$ cat config.mk
export PLATFORM = sky130hd
export DESIGN_NAME = keyboard_pad_decoder
export DESIGN_NICKNAME = d
export VERILOG_FILES = /design/src/rtl/keyboard_pad_decoder.sv
export SDC_FILE = /design/constraint.sdc
export NUM_CORES = 1
export LEC_CHECK = 0
export BUFFER_PORTS_ARGS = -buffer_cell sky130_fd_sc_hd__clkbuf_2
export CAP_MARGIN = 0
export CORE_UTILIZATION = 32
export DETAILED_ROUTE_END_ITERATION = 10
export SYNTH_ARGS = -nofsm -noshare
export SYNTH_HDL_FRONTEND = slang
export SYNTH_SLANG_ARGS = --single-unit
$ cat constraint.sdc
create_clock -name clk -period 2.4 [get_ports clk]
set_input_delay 0.12 -clock clk [delete_from_list [all_inputs] [get_ports clk]]
set_output_delay 0.12 -clock clk [all_outputs]
set_load 0.1 [all_outputs]
$ cat src/rtl/keyboard_pad_decoder.sv
// rtl/keyboard_pad_decoder.sv - PS/2 set-2 scan-code decoder driving two game pads and a start pulse
//
// Ports:
//   clk         system clock, all logic on its rising edge
//   rst         synchronous active-high reset
//   rx_data     received scan-code byte
//   rx_valid    one-cycle strobe qualifying rx_data
//   up_left     left pad up request (level)
//   down_left   left pad down request (level)
//   up_right    right pad up request (level)
//   down_right  right pad down request (level)
//   start_pulse one-cycle pulse on a fresh press of the start key

module keyboard_pad_decoder #(
  parameter logic [7:0] KEY_L_UP       = 8'h1D,
  parameter logic [7:0] KEY_L_DOWN     = 8'h1B,
  parameter logic [7:0] KEY_R_UP       = 8'h75,
  parameter logic [7:0] KEY_R_DOWN     = 8'h72,
  parameter logic [7:0] KEY_START      = 8'h29,
  parameter int         TIMEOUT_CYCLES = 650000
) (
  input  logic       clk,
  input  logic       rst,
  input  logic [7:0] rx_data,
  input  logic       rx_valid,
  output logic       up_left,
  output logic       down_left,
  output logic       up_right,
  output logic       down_right,
  output logic       start_pulse
);

  localparam int CW = (TIMEOUT_CYCLES > 2) ? $clog2(TIMEOUT_CYCLES) : 1;
  localparam logic [CW-1:0] TMO_LAST = CW'(TIMEOUT_CYCLES - 1);

  localparam logic [7:0] PFX_EXT = 8'hE0;
  localparam logic [7:0] PFX_BRK = 8'hF0;

  typedef enum logic [1:0] {
    IDLE,
    EXT,
    BRK,
    EXT_BRK
  } state_t;

  state_t        state, state_next;
  logic [CW-1:0] tmo_cnt, tmo_cnt_next;

  logic l_up, l_down, r_up, r_down, start_held;
  logic l_up_next, l_down_next, r_up_next, r_down_next, start_held_next;
  logic start_pulse_next;

  // Decoded key event for the byte completing a sequence
  logic ev_valid, ev_ext, ev_break;
  logic is_prefix, is_noise;

  assign is_prefix = (rx_data == PFX_EXT) || (rx_data == PFX_BRK);
  // Keyboard self-test/ack/resend/error bytes that may appear between scan codes
  assign is_noise  = (rx_data == 8'hAA) || (rx_data == 8'hFA) || (rx_data == 8'hFE) ||
                     (rx_data == 8'h00) || (rx_data == 8'hFF);

  always_comb begin
    state_next   = state;
    tmo_cnt_next = tmo_cnt;
    ev_valid     = 1'b0;
    ev_ext       = 1'b0;
    ev_break     = 1'b0;

    if (rx_valid) begin
      // A byte arriving on the timeout cycle still wins: it is decoded in the current state
      tmo_cnt_next = '0;
      case (state)
        IDLE: begin
          if (rx_data == PFX_EXT) begin
            state_next = EXT;
          end else if (rx_data == PFX_BRK) begin
            state_next = BRK;
          end else if (!is_noise) begin
            ev_valid = 1'b1;
          end
        end
        EXT: begin
          if (rx_data == PFX_BRK) begin
            state_next = EXT_BRK;
          end else if (rx_data == PFX_EXT) begin
            state_next = EXT;
          end else begin
            ev_valid   = 1'b1;
            ev_ext     = 1'b1;
            state_next = IDLE;
          end
        end
        BRK: begin
          state_next = IDLE;
          if (!is_prefix) begin
            ev_valid = 1'b1;
            ev_break = 1'b1;
          end
        end
        EXT_BRK: begin
          state_next = IDLE;
          if (!is_prefix) begin
            ev_valid = 1'b1;
            ev_ext   = 1'b1;
            ev_break = 1'b1;
          end
        end
        default: state_next = IDLE;
      endcase
    end else if (state != IDLE) begin
      // Abandon a stalled prefix sequence so a lost byte cannot corrupt the next key
      if (tmo_cnt == TMO_LAST) begin
        state_next   = IDLE;
        tmo_cnt_next = '0;
      end else begin
        tmo_cnt_next = tmo_cnt + 1'b1;
      end
    end
  end

  always_comb begin
    l_up_next        = l_up;
    l_down_next      = l_down;
    r_up_next        = r_up;
    r_down_next      = r_down;
    start_held_next  = start_held;
    start_pulse_next = 1'b0;

    if (ev_valid) begin
      if (!ev_ext) begin
        if (rx_data == KEY_L_UP)   l_up_next   = !ev_break;
        if (rx_data == KEY_L_DOWN) l_down_next = !ev_break;
        if (rx_data == KEY_START) begin
          // Typematic repeats arrive as makes while held; only a fresh press pulses
          start_pulse_next = !ev_break && !start_held;
          start_held_next  = !ev_break;
        end
      end else begin
        if (rx_data == KEY_R_UP)   r_up_next   = !ev_break;
        if (rx_data == KEY_R_DOWN) r_down_next = !ev_break;
      end
    end
  end

  always_ff @(posedge clk) begin
    if (rst) begin
      state       <= IDLE;
      tmo_cnt     <= '0;
      l_up        <= 1'b0;
      l_down      <= 1'b0;
      r_up        <= 1'b0;
      r_down      <= 1'b0;
      start_held  <= 1'b0;
      up_left     <= 1'b0;
      down_left   <= 1'b0;
      up_right    <= 1'b0;
      down_right  <= 1'b0;
      start_pulse <= 1'b0;
    end else begin
      state       <= state_next;
      tmo_cnt     <= tmo_cnt_next;
      l_up        <= l_up_next;
      l_down      <= l_down_next;
      r_up        <= r_up_next;
      r_down      <= r_down_next;
      start_held  <= start_held_next;
      // Opposing keys on one pad cancel each other
      up_left     <= l_up_next & ~l_down_next;
      down_left   <= l_down_next & ~l_up_next;
      up_right    <= r_up_next & ~r_down_next;
      down_right  <= r_down_next & ~r_up_next;
      start_pulse <= start_pulse_next;
    end
  end

endmodule

==> metrics.txt, run 1 <==
htree depth 2; CP Data Required Time 2.62 ns; setup TNS 0 ns; synthesized cell area 1540 sq um; CP bufs+invs 0; Synth Area in XOR/XNOR 0.0568; initial core utilization 0.342; worst vdd ir 0.281 mV; DR vias 1,266; die height 71.4 microns; Clk Latency, worst-skew pair 0.28 ns; largest family of logic cells by synthesized area simple AND/OR/NAND/NOR gates; Async SR Flop Fraction 0; fill cell count 463; reg2reg setup slack 0.40 ns; CTS Buf Count 5; Post-Synth Adder-Cell Area 0.00812; drt first pass iters 4; PwrDens 568 nW/um^2; hold path endpoint state[1]; Max-cap violations 0; Setup crit end kind register; drt wl/cell 13.0 microns; P_leak 0.577 nW; crit path cell chain o2111ai_1 -> or4b_1 -> or3_1 -> a21oi_1; CP max stage delay 0.62 ns; r2r endpoint tmo_cnt[18]; Post CTS Setup Buffer Count 0; Syn Nets 179; Data arrival, critical path 2.22 ns; Layout Nets 196; Mapped Avg Cell Area 9.23 sq um; post-layout power 0.993 mW; RD Place Congestion 0.753; Compound-Gate Fraction of Synth Area 0.160; Core ar. 4500 sq um; final hold vios 0; I/O Buffers 15; Achievable Freq 499 MHz; Via density 5.34; Worst R2R Path Depth 4; Setup WS pre-CTS 0.435 ns; proportion of layout cells with a drive suffix above 1 0.162; Crit-path slowest cell or4b_1; Slew @ Worst Pin 0.547 ns; startpoint types register; reg2reg start state[0]; warning count from the yosys run 0; #FFs+latches synth 32; CTS Buffer Depth 2; Cell Rows 24; die area 5100 sq um; post_cts resized 0; final worst path period need 2.00 ns; CTS tree yes; Layout area overhead 13.4%; status finished, final reports clean; clk slew on worst S/H paths 0.07 ns; critical path fanouts, max 10; post-synth cell types 44; clock sinks 32; Post-CTS Hold Fix Bufs 0; mux cell area share after synthesis 0.0260; hold path startpoint rx_data[4]; Antenna diodes 0; fin. max-slew vios 0; Final Instance Area 1750 sq um; register area share after synthesis 0.416; Max-slew headroom 0.637; post-synthesis simple-gate area fraction 0.299; Antenna Nets Post-Route 0; initial antenna violation count 0; Post-synth EDFFs 0; gr usage total 0.129; placed wire-length estimate 2120 microns; main flop type after synthesis dfxtp_1; total gr overflow 0; largest net degree at the start of global routing 21; CP Class register to register; crit-path leading delay family simple AND/OR/NAND/NOR gates; initial DRC count 69; final worst-path cycle share 0.835; drt drc 0; Die X 71.4 microns; min setup slack post-route 0.395 ns; I/O pin count 16; Worst Skew 0.00411 ns; Finished Core Util 0.388; unrepaired setup endpoints after global routing false; Hold Crit Depth 3; HP Class input port to register; clk root buf clkbuf_8; Mapped Cells 167; Final Setup Violations 0; Routed WL 3070 microns; global-route wire length before repair 5130 microns; vias in the first global route 1,126; placed inst area 1660 sq um
## worst min-delay path, delay by kind of cell
| kind | cells | cell delay, ns |
|---|---|---|
| compound gates | 1 | 0.06 |
| buf+inv | 1 | 0.11 |
| simple gates | 1 | 0.06 |
## Yosys cell counts (all sizes together) (2+ instances only)
library cell / number / area [sq um]
a21oi: 10 / 53.8
and3: 3 / 18.8
and4bb: 2 / 25.0
buf: 5 / 27.5
dfxtp: 32 / 641
inv: 6 / 22.5
mux2i: 4 / 40.0
nand2: 6 / 22.5
nand2b: 3 / 18.8
nand3: 6 / 30.0
nand3b: 2 / 15.0
nand4: 4 / 31.3
nand4b: 3 / 26.3
nor2: 16 / 60.1
nor3: 3 / 15.0
nor3b: 2 / 15.0
nor4: 6 / 37.5
nor4b: 3 / 26.3
o211ai: 2 / 28.8
o21ai: 7 / 35.0
o31ai: 6 / 45.0
or3: 5 / 31.3
or4: 5 / 41.3
or4b: 4 / 40.0
xnor2: 8 / 70.1
xor2: 2 / 17.5
## cells by family after synthesis
kind of cell | Yosys count
simple gates | 74
compound gates | 34
flops | 32
buf+inv | 12
xor+xnor | 10
mux | 4
fa+ha+maj | 1
## worst max-delay path by stage
stage | depth (start not counted) | slack, ns | start | end
floorplan | 5 | 0.61 | tmo_cnt[0] | tmo_cnt[18]
global placement | 4 | 0.40 | state[0] | tmo_cnt[18]
detailed placement | 4 | 0.44 | state[0] | tmo_cnt[18]
CTS | 4 | 0.40 | state[0] | tmo_cnt[18]
global route | 4 | 0.27 | state[0] | tmo_cnt[18]
finish | 4 | 0.40 | state[0] | tmo_cnt[18]
## final cells by class
type,count,area (sq um),area share
clock buffer,8,90.1,0.0515
inverter,6,22.5,0.0129
multi-input combinational,123,847,0.485
sequential,32,641,0.366
tap,52,65.1,0.0372
timing repair buffer,16,82.6,0.0472
## stage by stage
step                hold slack (ns)  std cells
CTS                           0.113        237
global placement              0.423        229
detailed placement            0.415        229
floorplan                     0.262        167
finish                        0.124        237
global route                  0.147        237
## placed cells by master, fill, tap and decap left out, types with 2 or more instances in the layout
cell type   n
clkbuf_1    2
or3_1       5
nand4b_1    3
nand2_1     6
nand4_1     3
nand3b_1    2
xor2_1      2
a21oi_1     9
nor4b_1     3
and4bb_2    2
nand3_1     6
and3_1      3
nor3_1      3
inv_1       6
o21ai_0     7
nand2b_1    3
or4_1       4
nor2_1     16
nor3b_1     2
nor4_1      6
o31ai_1     6
xnor2_1     8
mux2i_1     4
dfxtp_1    32
or4b_1      3
clkbuf_8    6
clkbuf_2   15
## registers in the layout, indices dropped and copies added, names as in the netlist
signal       cells
down_left        1
down_right       1
l_down           1
l_up             1
r_down           1
r_up             1
start_held       1
start_pulse      1
state            2
tmo_cnt         20
up_left          1
up_right         1
## report_power, final
part           total (mW)  leakage (nW)  switching (mW)  internal [mW]
registers           0.531         0.258        0.000203          0.531
logic              0.0360         0.273          0.0224         0.0136
clock network       0.426        0.0455           0.192          0.234
## per-layer routing
metal / vias to the layer above / GRT usage / routed length, microns / part of all wire
met4: 0 / 0.0600 / 65 / 0.021
met2: 19 / 0.182 / 1290 / 0.42
li1: 670 / - / - / -
met3: 6 / 0.0338 / 92 / 0.030
met5: - / 0 / 0 / 0
met1: 571 / 0.182 / 1630 / 0.53
(Power assumes the default switching activity.)
==> run 2: changes to the inputs <==
==> constraint.sdc (replaced) <==
create_clock -name clk -period 1.9 [get_ports clk]
set_input_delay 0.095 -clock clk [delete_from_list [all_inputs] [get_ports clk]]
set_output_delay 0.095 -clock clk [all_outputs]
set_load 0.1 [all_outputs]
==> metrics.txt, run 2 (synthesis gave the netlist of run 1 again) <==
CTS Buffer Depth 2 (unchanged); initial antenna violation count 0 (unchanged); final worst path period need 1.81 ns (-0.193 ns); Antenna diodes 0 (unchanged); fin. max-slew vios 0 (unchanged); Setup crit end kind register; I/O Buffers 15 (unchanged); clk root buf clkbuf_8; Die X 71.4 microns (unchanged); met2 Use GR 0.228 (+0.0455); Slew @ Worst Pin 0.542 ns (-0.00508 ns); CTS tree yes; proportion of layout cells with a drive suffix above 1 0.275 (+0.113); vias in the first global route 1,294 (+15%); fill cell count 456 (-1.5%); CTS Buf Count 5 (unchanged); placed wire-length estimate 2470 microns (+17%); Worst Skew 0.0115 ns (+0.00742 ns); drt wl/cell 13.9 microns (+7.2%); Final Setup Violations 0 (unchanged); Via density 5.51 (+3.2%); RD Place Congestion 0.791 (+5.0%); P_leak 0.649 nW (+13%); initial core utilization 0.342 (unchanged); clk slew on worst S/H paths 0.08 ns (about the same); htree depth 2 (unchanged); total gr overflow 0 (unchanged); unrepaired setup endpoints after global routing false; startpoint types register; post-layout power 1.28 mW (+29%); I/O pin count 16 (unchanged); global-route wire length before repair 5790 microns (+13%); Cell Rows 24 (unchanged); Max-slew headroom 0.640 (+0.00337); most frequent cells in the layout dfxtp_1 (30), nor2_1 (16), buf_4 (16); Layout area overhead 23.7%; worst vdd ir 0.470 mV (+67%); drt first pass iters 5 (+1); HP Class input port to register; Crit-path slowest cell or4_4; most used routing layer met2; Antenna Nets Post-Route 0 (unchanged); final hold vios 0 (unchanged); max reg flops 20 (unchanged); drt drc 0 (unchanged); setup TNS 0 ns (unchanged); hold path startpoint rx_data[4]; Routed WL 3500 microns (+14%); CP Class register to register; Layout Nets 211 (+7.7%); PwrDens 672 nW/um^2 (+18%); Regs by FF count tmo_cnt (20), state (2); Core ar. 4500 sq um (unchanged); CP max stage delay 0.49 ns (-0.13 ns); Achievable Freq 552 MHz (+11%); crit path cell chain ha_4 -> o2111ai_2 -> buf_4 -> or2_1 -> or4_4 -> a21oi_2; status finished, final reports clean; Clk Latency, worst-skew pair 0.29 ns (about the same); critical path fanouts, max 3 (-7); largest net degree at the start of global routing 15 (-29%); Finished Core Util 0.423 (+0.0353); final worst-path cycle share 0.953 (+0.118); reg2reg start tmo_cnt[0]; clock sinks 32 (unchanged); commonest non-fill, non-tap cell in the layout dfxtp_1; initial DRC count 67 (-2.9%); Max-cap violations 0 (unchanged); WHS 0.102 ns (-0.0229 ns); CP Data Required Time 2.13 ns (-0.49 ns); Global Route met3 Usage 0.0366 (+0.00281); die height 71.4 microns (unchanged); Data arrival, critical path 2.04 ns (-0.18 ns); met1 usage 0.187 (+0.00524); Top reg by flops tmo_cnt; crit path from tmo_cnt[0]; die area 5100 sq um (unchanged); Post-CTS Hold Fix Bufs 0 (unchanged); gr usage total 0.143 (+0.0146); DR vias 1,389 (+9.7%)
[run 2: cell count changes in the layout (fill, tap and decap cells not counted), sizes merged]
cell      change
clkinvlp      +2
buf          +15
clkbuf        -2
[run 2: final timing paths]
| path | end | slack, ns | cells past startpoint |
|---|---|---|---|
| worst max-delay path | tmo_cnt[16] | 0.09 | 6 |
| worst min-delay path | state[1] | 0.10 | 3 |
| worst max register to register | tmo_cnt[16] | 0.09 | 6 |
| worst min register to register | start_pulse | 0.46 | 1 |
[run 2: layer usage]
metal  share of wire  vias up
li1                -      699
met1            0.49      665
met2            0.46       21
met3           0.033        4
met4          0.0089        0
met5               0        -
[run 2: report_power, final]
part | internal (mW) | switching (mW) | leakage [nW]
clock network | 0.293 | 0.269 | 0.0434
logic | 0.0187 | 0.0298 | 0.347
registers | 0.670 | 0.000262 | 0.259
total | 0.982 | 0.299 | 0.649
[run 2: through the flow]
| step | setup WS [ns] | instance area (sq um) | cells |
|---|---|---|---|
| CTS | 0.0108 | 1870 | 252 |
| detailed placement | 0.0211 | 1770 | 244 |
| global placement | 0.0695 | 1770 | 244 |
| floorplan | 0.110 | 1540 | 167 |
| global route | 0.00518 | 1910 | 252 |
| finish | 0.0887 | 1910 | 252 |
[run 2: layout make-up]
class	count	area [sq um]	share of cell area
Clock buffer	6	82.6	0.0433
Clock inverter	2	15.0	0.00787
Inverter	6	22.5	0.0118
Multi-Input combinational cell	123	883	0.463
Sequential cell	32	643	0.337
Tap cell	52	65.1	0.0341
Timing Repair Buffer	31	195	0.102
[run 2: worst max-delay path: cells and delay by family, from the launching register on]
family,cells,cell delay (ns)
AO/OA/AOI/OAI,2,0.28
flip-flops,1,0.38
buffers and inverters,1,0.18
AND/OR/NAND/NOR,2,0.75
adder cells (fa/ha/maj),1,0.16
[run 2: what timing repair did]
item / 4_1_cts / 5_1_grt
setup endpoints to repair: 1 / 11
resized for setup: 1 / 8
pin swaps: 0 / 1
buffers inserted: 0 / 0
==> run 3: changes to the inputs <==
--- a/config.mk
+++ b/config.mk
@@ -5,10 +5,11 @@
 export SDC_FILE = /design/constraint.sdc
 export NUM_CORES = 1
 export LEC_CHECK = 0
-export BUFFER_PORTS_ARGS = -buffer_cell sky130_fd_sc_hd__clkbuf_2
+export BUFFER_PORTS_ARGS = -buffer_cell sky130_fd_sc_hd__buf_2
 export CAP_MARGIN = 0
 export CORE_UTILIZATION = 32
 export DETAILED_ROUTE_END_ITERATION = 10
+export GPL_TIMING_DRIVEN = 0
 export SYNTH_ARGS = -nofsm -noshare
 export SYNTH_HDL_FRONTEND = slang
 export SYNTH_SLANG_ARGS = --single-unit
==> metrics.txt, run 3 (synthesis gave the netlist of run 1 again) <==
status finished, final reports clean; Antenna diodes 0 (unchanged); CTS Buf Count 5 (unchanged); Achievable Freq 550 MHz (-0.43%); die area 5100 sq um (unchanged); Layout Nets 203 (-3.8%); CTS Buffer Depth 2 (unchanged); Data arrival, critical path 2.04 ns (about the same); met3 WL 112 microns (-3.4%); die height 71.4 microns (unchanged); Max-slew headroom 0.680 (+0.0395); Layout area overhead 21.3%; CP Data Required Time 2.12 ns (about the same); Core ar. 4500 sq um (unchanged); drt drc 0 (unchanged); Max-cap violations 0 (unchanged); reg2reg setup slack 0.08 ns (about the same); Slew @ Worst Pin 0.484 ns (-0.0582 ns); global-route wire length before repair 5330 microns (-8.0%); Setup crit end kind register; largest net degree at the start of global routing 11 (-4); Met2 Wirelength 1380 microns (-15%); I/O Buffers 15 (unchanged); gr usage total 0.136 (-0.00717); initial core utilization 0.342 (unchanged); fin. max-slew vios 0 (unchanged); proportion of layout cells with a drive suffix above 1 0.262 (-0.0132); max reg flops 20 (unchanged); Via density 5.48 (-0.63%); WHS 0.119 ns (+0.0179 ns); HP Class input port to register; Antenna Nets Post-Route 0 (unchanged); Worst Skew 0.00597 ns (-0.00557 ns); initial antenna violation count 0 (unchanged); RD Place Congestion 0.782 (-1.1%); final worst-path cycle share 0.957 (+0.00416); Routed WL 3270 microns (-6.7%); clk slew on worst S/H paths 0.06 ns (-0.02 ns); drt first pass iters 4 (-1); Die X 71.4 microns (unchanged); commonest non-fill, non-tap cell in the layout dfxtp_1; clk root buf clkbuf_8; htree depth 2 (unchanged); Clk pwr share 0.434 (-0.005); placed wire-length estimate 2190 microns (-11%); startpoint types register; drt wl/cell 13.4 microns (-3.2%); Cell Rows 24 (unchanged); I/O pin count 16 (unchanged); Comb pwr share 0.038 (about the same); unrepaired setup endpoints after global routing false; Top reg by flops tmo_cnt; Clk Latency, worst-skew pair 0.28 ns (about the same); CP Class register to register; sequential group share of total power 0.527 (+0.003); clock sinks 32 (unchanged); most frequent cells in the layout dfxtp_1 (25), nor2_1 (16), buf_2 (16); Internal 1.01 mW (+3.0%); total gr overflow 0 (unchanged); Final Setup Violations 0 (unchanged); critical path fanouts, max 8 (+5); Regs by FF count tmo_cnt (20), state (2); cell count after placement 234 (-4.1%); Switch Pwr 0.261 mW (-13%); DR vias 1,331 (-4.2%); uppermost routed layer met4; post-route insts no fill 243 (-3.6%); final hold vios 0 (unchanged); vias in the first global route 1,099 (-15%); Net Sw Frac 0.205 (-0.0282); post-layout power 1.27 mW (-0.63%); worst vdd ir 0.442 mV (-5.8%); CTS tree yes; P_leak 0.627 nW (-3.3%); final worst path period need 1.82 ns (+0.00791 ns); Post-CTS Hold Fix Bufs 0 (unchanged); metal1 wirelength 1710 microns (-0.70%); initial DRC count 49 (-27%); PwrDens 681 nW/um^2 (+1.4%)
[run 3: path summary, 6_finish.rpt]
path | to | cells past startpoint | start
worst min-delay path | state[1] | 3 | rx_data[4]
worst max-delay path | tmo_cnt[19] | 6 | state[0]
worst max register to register | tmo_cnt[19] | 6 | state[0]
worst min register to register | start_pulse | 1 | start_held
[run 3: cell type report]
cell class | instances | area, sq um
inverters | 6 | 22.5
flip-flops and latches | 32 | 649
well taps | 52 | 65.1
fillers | 461 | 2640
multi-input cells | 123 | 900
clock buffers | 7 | 96.3
repair buffers | 17 | 87.6
plain buffers | 6 | 48.8
[run 3: power by group through the flow]
stage | clock (mW) | sequential, mW | combinational (mW)
detailed placement | 0 | 0.686 | 0.0465
CTS | 0.573 | 0.671 | 0.0468
finish | 0.553 | 0.671 | 0.0489
floorplan | 0 | 0.687 | 0.0217
global route | 0.597 | 0.671 | 0.0524
global placement | 0 | 0.686 | 0.0474
[run 3: per-stage QoR]
| step | area, sq um | setup TNS, ns | util | setup WS (ns) |
|---|---|---|---|---|
| 2_1_floorplan | 1540 | 0 | - | 0.110 |
| 3_5_place_dp | 1680 | -0.547 | 0.373 | -0.0679 |
| 3_3_place_gp | 1680 | -0.215 | 0.373 | -0.0826 |
| 4_1_cts | 1800 | 0 | 0.399 | 0.00376 |
| 6_report | 1870 | 0 | 0.415 | 0.0808 |
| 5_1_grt | 1870 | 0 | 0.415 | 0.00460 |
[run 3: critical path, cell delays in order, from the launching register on]
cell and delay, ns:
dfxtp_2 0.33, buf_6 0.13, o211ai_4 0.12, or3_1 0.38
buf_4 0.16, or4_4 0.51, a21oi_2 0.13
[run 3: timing repair]
action                                  CTS  global route
endpoints found under the setup margin   20            20
pin swaps                                 2             1
gates cloned                              0             1
setup buffers                             0             1
gates resized for setup                   4            20
[run 3: routing by layer]
layer / vias up / GRT usage
met3: 6 / 0.0380
met5: - / 0
met4: 0 / 0.0667
met2: 24 / 0.186
met1: 615 / 0.195
li1: 686 / -
